===== config.mk =====
export PLATFORM = sky130hd
export DESIGN_NAME = snitch_regfile_writeback
export DESIGN_NICKNAME = d
export VERILOG_FILES = /design/src/rtl/snitch_regfile_writeback_pkg.sv /design/src/rtl/snitch_regfile_writeback_rr_arb.sv /design/src/rtl/snitch_regfile_writeback.sv
export SDC_FILE = /design/constraint.sdc
export NUM_CORES = 1
export LEC_CHECK = 0
export ABC_AREA = 1
export CORE_MARGIN = 2
export CORE_UTILIZATION = 30
export CTS_BUF_LIST = sky130_fd_sc_hd__clkbuf_4
export CTS_CLUSTER_SIZE = 16
export DETAILED_ROUTE_END_ITERATION = 8
export GPL_ROUTABILITY_DRIVEN = 0
export MAX_ROUTING_LAYER = met4
export PLACE_DENSITY = 0.63
export SLEW_MARGIN = 5
export SYNTH_ARGS = -nofsm -noshare
export SYNTH_HDL_FRONTEND = slang
export SYNTH_HIERARCHICAL = 1
export SYNTH_SLANG_ARGS = --single-unit
export TNS_END_PERCENT = 20

===== constraint.sdc =====
create_clock -name clk_i -period 3.4 [get_ports clk_i]
set_clock_uncertainty 0.15 [all_clocks]
set_input_delay 0.68 -clock clk_i [delete_from_list [all_inputs] [get_ports clk_i]]
set_output_delay 0.68 -clock clk_i [all_outputs]
set_load 0.005 [all_outputs]

===== src/rtl/snitch_regfile_writeback_pkg.sv =====
// Shared types and helpers for the Snitch register-file write-back block.
// wb_req_t is sized for the widest supported configuration; users fill only
// the low AddrWidth/DataWidth bits and the remaining bits stay zero.
package snitch_regfile_writeback_pkg;

    localparam int MaxAddrWidth = 16;
    localparam int MaxDataWidth = 64;

    typedef struct packed {
        logic [MaxAddrWidth-1:0] addr;
        logic [MaxDataWidth-1:0] data;
    } wb_req_t;

    // Number of architectural registers addressed by an addr_width-bit index.
    function automatic int NumWords(input int addr_width);
        return 1 << addr_width;
    endfunction

endpackage


===== src/rtl/snitch_regfile_writeback_rr_arb.sv =====
// Round-robin arbiter: the search starts at r_ptr, the first asserted request
// wins a one-hot grant, and the pointer moves just past the winner. With no
// request the pointer holds. The grant depends combinationally on req_i.
module snitch_regfile_writeback_rr_arb #(
    parameter int NrSources = 3
) (
    input  logic                 clk_i,
    input  logic                 rst_ni,
    input  logic [NrSources-1:0] req_i,
    output logic [NrSources-1:0] gnt_o
);

    localparam int PtrWidth = (NrSources > 1) ? $clog2(NrSources) : 1;

    logic [PtrWidth-1:0] r_ptr;
    logic [PtrWidth-1:0] w_ptr_next;
    logic                w_found;

    // Scan the requests in rotating priority order starting at the pointer.
    always_comb begin
        gnt_o      = '0;
        w_found    = 1'b0;
        w_ptr_next = r_ptr;
        for (int i = 0; i < NrSources; i++) begin
            if (!w_found && req_i[(int'(r_ptr) + i) % NrSources]) begin
                gnt_o[(int'(r_ptr) + i) % NrSources] = 1'b1;
                w_found    = 1'b1;
                w_ptr_next = PtrWidth'((int'(r_ptr) + i + 1) % NrSources);
            end
        end
    end

    // Pointer register, cleared asynchronously.
    always_ff @(posedge clk_i or negedge rst_ni) begin
        if (!rst_ni) begin
            r_ptr <= '0;
        end else begin
            r_ptr <= w_ptr_next;
        end
    end

endmodule


===== src/rtl/snitch_regfile_writeback.sv =====
// Write-side initiator for the Snitch register file: round-robin arbitration
// of write-back producers, a single registered write port and a busy
// scoreboard of destinations with writes in flight.
// Handshake: a source is accepted in the cycle where src_valid_i && src_ready_o;
// src_ready_o is one-hot or zero and always grants some valid source, because
// the register file never stalls. Requesters hold addr/data until accepted.
// Optional macro SNITCH_REGFILE_WRITEBACK_FWD_EN enables the forwarding
// query ports; without it fwd_hit_o/fwd_data_o are tied to zero.
module snitch_regfile_writeback
    import snitch_regfile_writeback_pkg::*;
#(
    parameter int NrSources   = 3,
    parameter int DataWidth   = 32,
    parameter int AddrWidth   = 5,
    parameter bit ZeroRegZero = 1'b1,
    parameter int NrReadPorts = 2
) (
    input  logic                                  clk_i,
    input  logic                                  rst_ni,
    input  logic [NrSources-1:0]                  src_valid_i,
    output logic [NrSources-1:0]                  src_ready_o,
    input  logic [NrSources-1:0][AddrWidth-1:0]   src_addr_i,
    input  logic [NrSources-1:0][DataWidth-1:0]   src_data_i,
    input  logic                                  sb_set_valid_i,
    input  logic [AddrWidth-1:0]                  sb_set_addr_i,
    output logic [NumWords(AddrWidth)-1:0]        busy_o,
    output logic [AddrWidth-1:0]                  waddr_o,
    output logic [DataWidth-1:0]                  wdata_o,
    output logic                                  we_o,
    input  logic [NrReadPorts-1:0][AddrWidth-1:0] fwd_raddr_i,
    output logic [NrReadPorts-1:0]                fwd_hit_o,
    output logic [NrReadPorts-1:0][DataWidth-1:0] fwd_data_o
);

    localparam int Words = NumWords(AddrWidth);

    logic [NrSources-1:0] w_gnt;
    logic                 w_accept;
    logic                 w_write;
    wb_req_t              w_sel;
    wb_req_t              r_out;
    logic                 r_we;
    logic [Words-1:0]     r_busy;
    logic [Words-1:0]     w_set;
    logic [Words-1:0]     w_clr;
    logic                 w_unused_stage;

    snitch_regfile_writeback_rr_arb #(
        .NrSources (NrSources)
    ) i_rr_arb (
        .clk_i  (clk_i),
        .rst_ni (rst_ni),
        .req_i  (src_valid_i),
        .gnt_o  (w_gnt)
    );

    assign src_ready_o = w_gnt;
    assign w_accept    = |w_gnt;

    // Mux the granted source's request into a write-back record.
    always_comb begin
        w_sel = '0;
        for (int i = 0; i < NrSources; i++) begin
            if (w_gnt[i]) begin
                w_sel.addr[AddrWidth-1:0] = src_addr_i[i];
                w_sel.data[DataWidth-1:0] = src_data_i[i];
            end
        end
    end

    // A write to the hard-wired zero register is accepted but never issued.
    assign w_write = w_accept && !(ZeroRegZero && (w_sel.addr == '0));

    // Output stage: one write per accepted request, address/data hold otherwise.
    always_ff @(posedge clk_i or negedge rst_ni) begin
        if (!rst_ni) begin
            r_we  <= 1'b0;
            r_out <= '0;
        end else begin
            r_we <= w_write;
            if (w_write) begin
                r_out <= w_sel;
            end
        end
    end

    assign we_o           = r_we;
    assign waddr_o        = r_out.addr[AddrWidth-1:0];
    assign wdata_o        = r_out.data[DataWidth-1:0];
    assign w_unused_stage = ^r_out;

    // Scoreboard set/clear vectors: clear on commit, set from issue.
    always_comb begin
        w_set = '0;
        w_clr = '0;
        for (int a = 0; a < Words; a++) begin
            w_set[a] = sb_set_valid_i && (sb_set_addr_i == AddrWidth'(a));
            w_clr[a] = r_we && (waddr_o == AddrWidth'(a));
        end
        if (ZeroRegZero) begin
            w_set[0] = 1'b0;
        end
    end

    // Busy bits: set wins over clear so a newer in-flight write stays tracked.
    always_ff @(posedge clk_i or negedge rst_ni) begin
        if (!rst_ni) begin
            r_busy <= '0;
        end else begin
            r_busy <= (r_busy & ~w_clr) | w_set;
        end
    end

    assign busy_o = r_busy;

`ifdef SNITCH_REGFILE_WRITEBACK_FWD_EN
    // Bypass the write landing this edge to matching read queries.
    always_comb begin
        fwd_hit_o  = '0;
        fwd_data_o = '0;
        for (int i = 0; i < NrReadPorts; i++) begin
            fwd_hit_o[i] = r_we && (waddr_o == fwd_raddr_i[i]) &&
                           !(ZeroRegZero && (waddr_o == '0));
            if (fwd_hit_o[i]) begin
                fwd_data_o[i] = wdata_o;
            end
        end
    end
`else
    logic w_unused_fwd;
    assign w_unused_fwd = ^fwd_raddr_i;
    assign fwd_hit_o    = '0;
    assign fwd_data_o   = '0;
`endif

endmodule


# Word level (Yosys, flattened, before mapping)
# Index checks and enable logic that the tools add are counted.
# Widths: inputs -> output; s select.
# totals
wordCells	192
input_bits	132
register_bits	72
out_inout_bits	139
# op_classes
n_addsub	4
bitwise	5
reduce_logical	76
magnitude_cmp	6
muxes	29
n_eq_ne	62
div	5
# op_table
operator	count
$eq 5x5->1 const B	32
$mod 32x3->32 const B	4
$ge 32x1->1 const B	3
$lt 32x4->1 const B	3
$mux 32	3
$eq 5x4->1 const B	16
$logic_and 1x1->1	69
$add 32x2->32 const B	2
$eq 5x3->1 const B	8
$and 32x32->32	1
$mod 3x3->32 const B	1
$not 32->32	1
$or 32x32->32	1
$eq 5x2->1 const B	4
$logic_not 16->1	1
$mux 5	3
$mux 1	11
$eq 5x1->1 const B	2
$mux 3	3
$bmux 1 s2	3
$demux 1 s2	3
$mux 2	3
$or 3x3->3	2
$logic_not 5->1	1
other kinds (5)	7

# Depth between registers and ports, before layout
# Gate-level depths: netlist (run 1).
# depth
depth_word	17
depth_mapped	19
ltp_nobuf	18

# By module
# Netlist (run 1), hierarchy kept.
# modules_own_cells
module	seq_area_each_um2	instances	area_each_um2	cells_per_inst
snitch_regfile_writeback	1751.7	1	4349.2	568
snitch_regfile_writeback_rr_arb	50.0	1	335.3	52

# Worst setup path before layout (run 1)
# OpenSTA, ideal clock, no wires.
# synth_path
path_type	reg2reg
start	register i_rr_arb.r_ptr[0]
end	register r_out (netlist bit wdata_o[0])
setup_slack_ps	807
path_stages_with_launch	15
period_less_slack_ps	2593
t_required_ps	3129
setup_time_ps	121
arrival_time_ps	2322
path_buffers	1
path_cell_list	dfrtp_1 -> inv_1 -> ha_1 -> o21ai_1 -> nand2_4 -> nor2_4 -> nand2_1 -> nand3_1 -> inv_2 -> or2_1 -> nand2_1 -> nand3_2 -> buf_2 -> o21bai_1 -> nand2_1
# synth_between
elab_cells_between_ends	50
classes_between	add/sub: 2; div: 3; order compare: 6; mux: 26; bitwise: 2; reduce/logical: 11
# synth_rtl
element	line	rtl
start, declared	snitch_regfile_writeback_rr_arb.sv:15	logic [PtrWidth-1:0] r_ptr;
start signal, assigned	snitch_regfile_writeback_rr_arb.sv:38	r_ptr <= w_ptr_next;
parallel branches: the longest is 10 deep, another holds $mod 32x3->32	-	
$mux 3 (*)	snitch_regfile_writeback_rr_arb.sv:25	if (!w_found && req_i[(int'(r_ptr) + i) % NrSources]) begin
via src_ready_o[2]	snitch_regfile_writeback.sv:21	output logic [NrSources-1:0] src_ready_o,
$mux 5	snitch_regfile_writeback.sv:64	if (w_gnt[i]) begin
$logic_not 16->1	snitch_regfile_writeback.sv:72	assign w_write = w_accept && !(ZeroRegZero && (w_sel.addr == '0));
$logic_not 1->1	snitch_regfile_writeback.sv:72	
$logic_and 1x1->1	snitch_regfile_writeback.sv:72	
end signal, assigned	snitch_regfile_writeback.sv:82	r_out <= w_sel;
end, declared	snitch_regfile_writeback.sv:41	wb_req_t r_out;
# Mark *: on every way through the listed nets, which the timed path passes. The select of a mux whose other input is x is not followed.
# A chain may end at the register's enable or synchronous reset.

# Worst setup path in the final report (run 1)
# layout_path
start	register i_rr_arb.r_ptr[0]
end	output src_ready_o[2]
# layout_between
elab_chain_len	11
elab_cells_between_ends	40
classes_between	add/sub: 2; div: 3; order compare: 6; mux: 20; bitwise: 2; reduce/logical: 7
# layout_rtl
element	line
parallel branches: the longest is 10 deep, another holds $mod 32x3->32	-
$mux 3 (*)	snitch_regfile_writeback_rr_arb.sv:25
end, declared	snitch_regfile_writeback.sv:21
# Every way passes the cells marked *. The select of a mux whose other input is x is not followed.

==> flow_metrics.env, run 1 <==
export IMPL_status="finished clean"
export IMPL_maxSlewHeadroom_pct=37.9
export IMPL_hold_worst_slack_ns=0.222
export IMPL_critPathLaunch="i_rr_arb/r_ptr[0]"
export IMPL_final_cell_mix="193 x clkdlybuf4s50_1, 168 x nand2_1, 85 x o21ai_0, 72 x dfrtp_1, 66 x conb_1"
export IMPL_p_leak_nw=3.06
export IMPL_design_core_area_mm2=0.0153
export IMPL_crit_arrival_ns=2.44
export IMPL_worst_pin_slew_ns=0.932
export IMPL_dp_hpwl_mm=10.9
export IMPL_layout_drive_gt1_share_pct=8.82
export IMPL_maxUsedRoutingLayer="met4"
export IMPL_antenna_found_initial=1
export IMPL_wl_per_cell_um=14.1
export IMPL_cts_sinks=72
export IMPL_htreeDepth=3
export IMPL_period_needed_ns=3.27
export IMPL_grt_remaining_overflow=0
export IMPL_worstSetupStartpointType="register"
export IMPL_synthesis_area_mm2=0.00468
export IMPL_fp_dieW_um=129
export IMPL_powerDensity_mw_per_mm2=1220
export IMPL_yosysTopAreaCellShare_pct=38.5
export IMPL_hold_violations=0
export IMPL_slew_violations=0
export IMPL_required_ns=2.57
export IMPL_cts_path_max_buffers=2
export IMPL_grt_usage_pct=17.6
export IMPL_yosys_warnings=6
export IMPL_vias=4658
export IMPL_min_period_over_period_pct=96.3
export IMPL_drt_iter0_markers=272
export IMPL_grt_max_degree=73
export IMPL_crit_type="register to primary output"
export IMPL_grt_pass1_wl_mm=22.4
export IMPL_fillers=1572
export IMPL_fin_util_pct=44.7
export IMPL_cts_made_buffers=9
export IMPL_yosysTopAreaCell="dfrtp_1"
export IMPL_ys_top_cells_by_area="dfrtp_1 38%, nand2_1 14%, buf_4 11%, o21ai_0 9.1%, o21bai_1 5.1%"
export IMPL_dieArea_mm2=0.0166
export IMPL_synth_cells=620
export IMPL_insertion_delay_ns=0.44
export IMPL_viasPerCell=4.53
export IMPL_cts_tree="done"
export IMPL_setup_viol=0
export IMPL_layout_commonest_cell="clkdlybuf4s50_1"
export IMPL_cp_end_kind="primary output"
export IMPL_layout_nets=947
export IMPL_wl_met1_mm=6.24
export IMPL_clkTransAtPathRegs_ns=0.14
export IMPL_syn_to_final_growth_pct=45.8
export IMPL_wl_mm=14.5
export IMPL_regToRegStartpoint="i_rr_arb/r_ptr[0]"
export IMPL_drv_cap=0
export IMPL_die_y_um=129
export IMPL_synth_seq_cells=72
export IMPL_syn_mean_instance_area_um2=7.56
export IMPL_ir_drop_mv=0.639
export IMPL_start_util_pct=30.7
export IMPL_cts_root_buf="clkbuf_4"
export IMPL_max_freq_mhz=306
export IMPL_final_area_mm2=0.00683
export IMPL_grt_pass1_vias=4297
export IMPL_ios=271
export IMPL_yosysUniqueCellTypes=26
export IMPL_finalPower_mw=8.33
export IMPL_postPlaceCellArea_mm2=0.00664
export IMPL_wl_met3_um=776
export IMPL_ys_seq_area_share_pct=38.5
export IMPL_numPortBuffers=194
export IMPL_num_rows=45
export IMPL_dr_pass1_iters=4
export IMPL_drc=0
export IMPL_ant_nets=0
export IMPL_wl_met2_mm=7.33
export IMPL_hold_path_class="input pin to asynchronous set/reset pin"
export IMPL_cp_max_fo=7
==> per-layer routing <==
layer	GRT usage (%)	vias to the layer above
met5	-	-
met2	29.8	189
met4	3.45	0
met3	3.20	15
li1	-	2300
met1	22.2	2154
==> power breakdown <==
| part | switching, mW | internal, mW |
|---|---|---|
| Combinational | 3.50 | 2.63 |
| Sequential | 0.282 | 1.33 |
| Clock | 0.355 | 0.233 |
| Total | 4.14 | 4.19 |
==> worst paths after layout <==
| check | slack [ns] | depth (start not counted) | endpoint |
|---|---|---|---|
| worst max-delay path | 0.13 | 10 | src_ready_o[2] |
| worst min-delay path | 0.22 | 1 | busy_o[4] |
| worst max register to register | 0.47 | 17 | wdata_o[22] |
| worst min register to register | 0.37 | 2 | busy_o[2] |
| max in group asynchronous | 2.29 | 1 | wdata_o[5] |
| min in group clk_i | 0.37 | 2 | busy_o[2] |
==> cell type report <==
cell class                      instances  area (µm²)  area share, %
Clock buffer                            9        67.6          0.990
Antenna cell                            1        2.50         0.0367
Clock inverter                          7        80.1           1.17
Sequential cell                        72        1800           26.4
Multi-Input combinational cell        485        2370           34.8
Timing Repair Buffer                  211        2120           31.0
Tap cell                              211         264           3.87
Inverter                               32         120           1.76
==> critical path, stage by stage (launching register included) <==
cell             delay (ns)
dfrtp_1                0.44
inv_1                  0.15
ha_4                   0.25
inv_2                  0.10
nand2_2                0.06
nand3_2                0.07
nand2_4                0.08
nor2_4                 0.14
nand2_1                0.08
nand3_2                0.13
clkdlybuf4s50_1        0.52
==> state kept, by name (all words and copies together) (netlist names) <==
signal / cells
busy_o: 32
wdata_o: 32
waddr_o: 5
i_rr_arb/r_ptr: 2
we_o: 1
==> through the flow <==
stage,std cells,TNS (ns),worst slack (ns)
detailed placement,1010,0,0.0394
global route,1028,-0.0224,-0.0155
floorplan,685,0,0.807
finish,1028,0,0.127
CTS,1026,0,0.00887
global placement,1010,0,0.0416
==> timing repair <==
action,4_1_cts,5_1_grt
hold buffers,0,0
gates resized for setup,2,6
buffers inserted,0,1
endpoints found under the setup margin,3,3
pin swaps,0,1
==> cell usage after synthesis (all sizes together) <==
library cell	number
nor2	17
inv	32
buf	88
o21bai	32
clkbuf	8
o21ai	96
or2	5
nand2	175
ha	4
o21a	1
nand4	5
dfrtp	72
a21oi	41
nand3	43
conb	1
==> kinds of logic after synthesis <==
logic type	after synthesis	synth area share, %
AOI/OAI and AO/OA	170	20.2
adders and majority gates	4	1.07
buffers and inverters	128	16.8
DFF	72	38.5
other	1	0.0801
and+or+nand+nor	245	23.4
Note: power is estimated with default switching activity, not from simulation.
==> run 2: changes to the inputs <==
--- a/config.mk
+++ b/config.mk
@@ -6,7 +6,7 @@
 export NUM_CORES = 1
 export LEC_CHECK = 0
 export ABC_AREA = 1
-export CORE_MARGIN = 2
+export CORE_MARGIN = 3
 export CORE_UTILIZATION = 30
 export CTS_BUF_LIST = sky130_fd_sc_hd__clkbuf_4
 export CTS_CLUSTER_SIZE = 16
==> constraint.sdc (replaced) <==
create_clock -name clk_i -period 3.5 [get_ports clk_i]
set_clock_uncertainty 0.15 [all_clocks]
set_input_delay 0.7 -clock clk_i [delete_from_list [all_inputs] [get_ports clk_i]]
set_output_delay 0.7 -clock clk_i [all_outputs]
set_load 0.005 [all_outputs]
==> run 2 against run 1 <==
Net effect: first-iteration DRC count shrank 28%; sequential share of layout area about the same; sequential power shrank 3%; register-to-register slack better by 0.04 ns; clock power down 9.9%; clock-buffer cell count rose by 1; utilization decreased by 0.066 points; wire length grew 1.4%; critical path type unchanged; largest power group unchanged.
==> flow_metrics.env, run 2 (synthesis gave the netlist of run 1 again) <==
export IMPL_hold_path_class="input pin to asynchronous set/reset pin"
export IMPL_clkTransAtPathRegs_ns=0.13
export IMPL_layout_commonest_cell="clkdlybuf4s50_1"
export IMPL_post_cts_resized=0
export IMPL_layout_drive_gt1_share_pct=8.33
export IMPL_crit_arrival_ns=2.51
export IMPL_wl_mm=14.7
export IMPL_cts_sinks=72
export IMPL_max_freq_mhz=298
export IMPL_status="finished clean"
export IMPL_drc=0
export IMPL_cp_max_fo=7
export IMPL_cts_path_max_buffers=2
export IMPL_wl_per_cell_um=14.3
export IMPL_insertion_delay_ns=0.42
export IMPL_finalSetupTns_ns=0
export IMPL_grt_pass1_vias=4202
export IMPL_min_period_over_period_pct=95.9
export IMPL_fillers=1549
export IMPL_dieArea_mm2=0.0172
export IMPL_crit_type="register to primary output"
export IMPL_num_rows=45
export IMPL_antenna_found_initial=0
export IMPL_cts_root_buf="clkbuf_4"
export IMPL_vias=4589
export IMPL_viasPerCell=4.47
export IMPL_setup_viol=0
export IMPL_fp_dieW_um=131
export IMPL_drt_iter0_markers=195
export IMPL_htreeDepth=3
export IMPL_p_leak_nw=3.06
export IMPL_syn_to_final_growth_pct=45.5
export IMPL_powerDensity_mw_per_mm2=1190
export IMPL_grt_max_degree=73
export IMPL_numPortBuffers=194
export IMPL_hold_violations=0
export IMPL_ctsHoldBuffers=0
export IMPL_n_antenna_cell=0
export IMPL_ant_nets=0
export IMPL_final_cell_mix="193 x clkdlybuf4s50_1, 169 x nand2_1, 85 x o21ai_0, 72 x dfrtp_1, 66 x conb_1"
export IMPL_post_cts_buffers=0
export IMPL_grt_usage_pct=16.6
export IMPL_layout_nets=947
export IMPL_finalPower_mw=8.14
export IMPL_hold_worst_slack_ns=0.275
export IMPL_dr_pass1_iters=5
export IMPL_required_ns=2.65
export IMPL_cp_end_kind="primary output"
export IMPL_rsz0062_at_grt="no"
export IMPL_ir_drop_mv=0.632
export IMPL_slew_violations=0
export IMPL_period_needed_ns=3.36
export IMPL_grt_remaining_overflow=0
export IMPL_grt_pass1_wl_mm=21.7
export IMPL_drv_cap=0
export IMPL_design_core_area_mm2=0.0153
export IMPL_cts_tree="done"
export IMPL_worst_pin_slew_ns=0.945
export IMPL_die_y_um=131
export IMPL_start_util_pct=30.7
export IMPL_dp_hpwl_mm=11.4
export IMPL_ios=271
export IMPL_reg2reg_depth=17
export IMPL_cts_made_buffers=9
export IMPL_worstSetupStartpointType="register"
export IMPL_maxSlewHeadroom_pct=37.0
==> run 2: stage by stage <==
step	area [µm²]	instances	util [%]	worst slack, ns
2_1_floorplan	4930	685	-	0.907
3_3_place_gp	6670	1011	43.7	0.0342
3_5_place_dp	6670	1011	43.7	0.00376
4_1_cts	6810	1027	44.6	0.00751
5_1_grt	6820	1027	44.7	0.00821
6_report	6820	1027	44.7	0.145
==> run 2: path summary, 6_finish.rpt <==
check                                        from              to  slack [ns]
worst max-delay path            i_rr_arb/r_ptr[0]  src_ready_o[0]        0.14
worst min-delay path                       rst_ni      busy_o[10]        0.28
worst max register to register  i_rr_arb/r_ptr[0]     wdata_o[20]        0.51
worst min register to register          busy_o[0]       busy_o[0]        0.35
max in group asynchronous                  rst_ni      busy_o[25]        2.33
min in group clk_i                      busy_o[0]       busy_o[0]        0.35
==> run 2: layout make-up <==
class                   count  area [µm²]  area share [%]
multi-input cells         485        2350            34.5
repair buffers            211        2140            31.4
flip-flops and latches     72        1800            26.4
well taps                 211         264            3.87
inverters                  32         120            1.76
clock buffers              10        75.1            1.10
clock inverters             6        60.1           0.881
==> run 2: routing by layer <==
metal	global-route usage (%)	wire length (µm)	vias up
met5	-	0	-
met4	3.87	83	0
met3	2.44	862	9
met2	28.7	7470	174
met1	20.4	6290	2107
li1	-	-	2299
==> run 2: power by group <==
part	leakage, nW	internal (mW)	switching (mW)
clock	0.0738	0.222	0.308
combinational	2.12	2.66	3.39
sequential	0.864	1.29	0.274
total	3.06	4.17	3.97
==> run 2: worst max-delay path: stages, from the launching register on <==
cell and delay [ns]:
dfrtp_1 0.44, inv_1 0.09, ha_2 0.33, inv_2 0.11
nand2_2 0.05, nand3_2 0.07, nand2_4 0.08, nor2_4 0.14
a21oi_2 0.08, nand2_1 0.16, clkdlybuf4s50_1 0.54
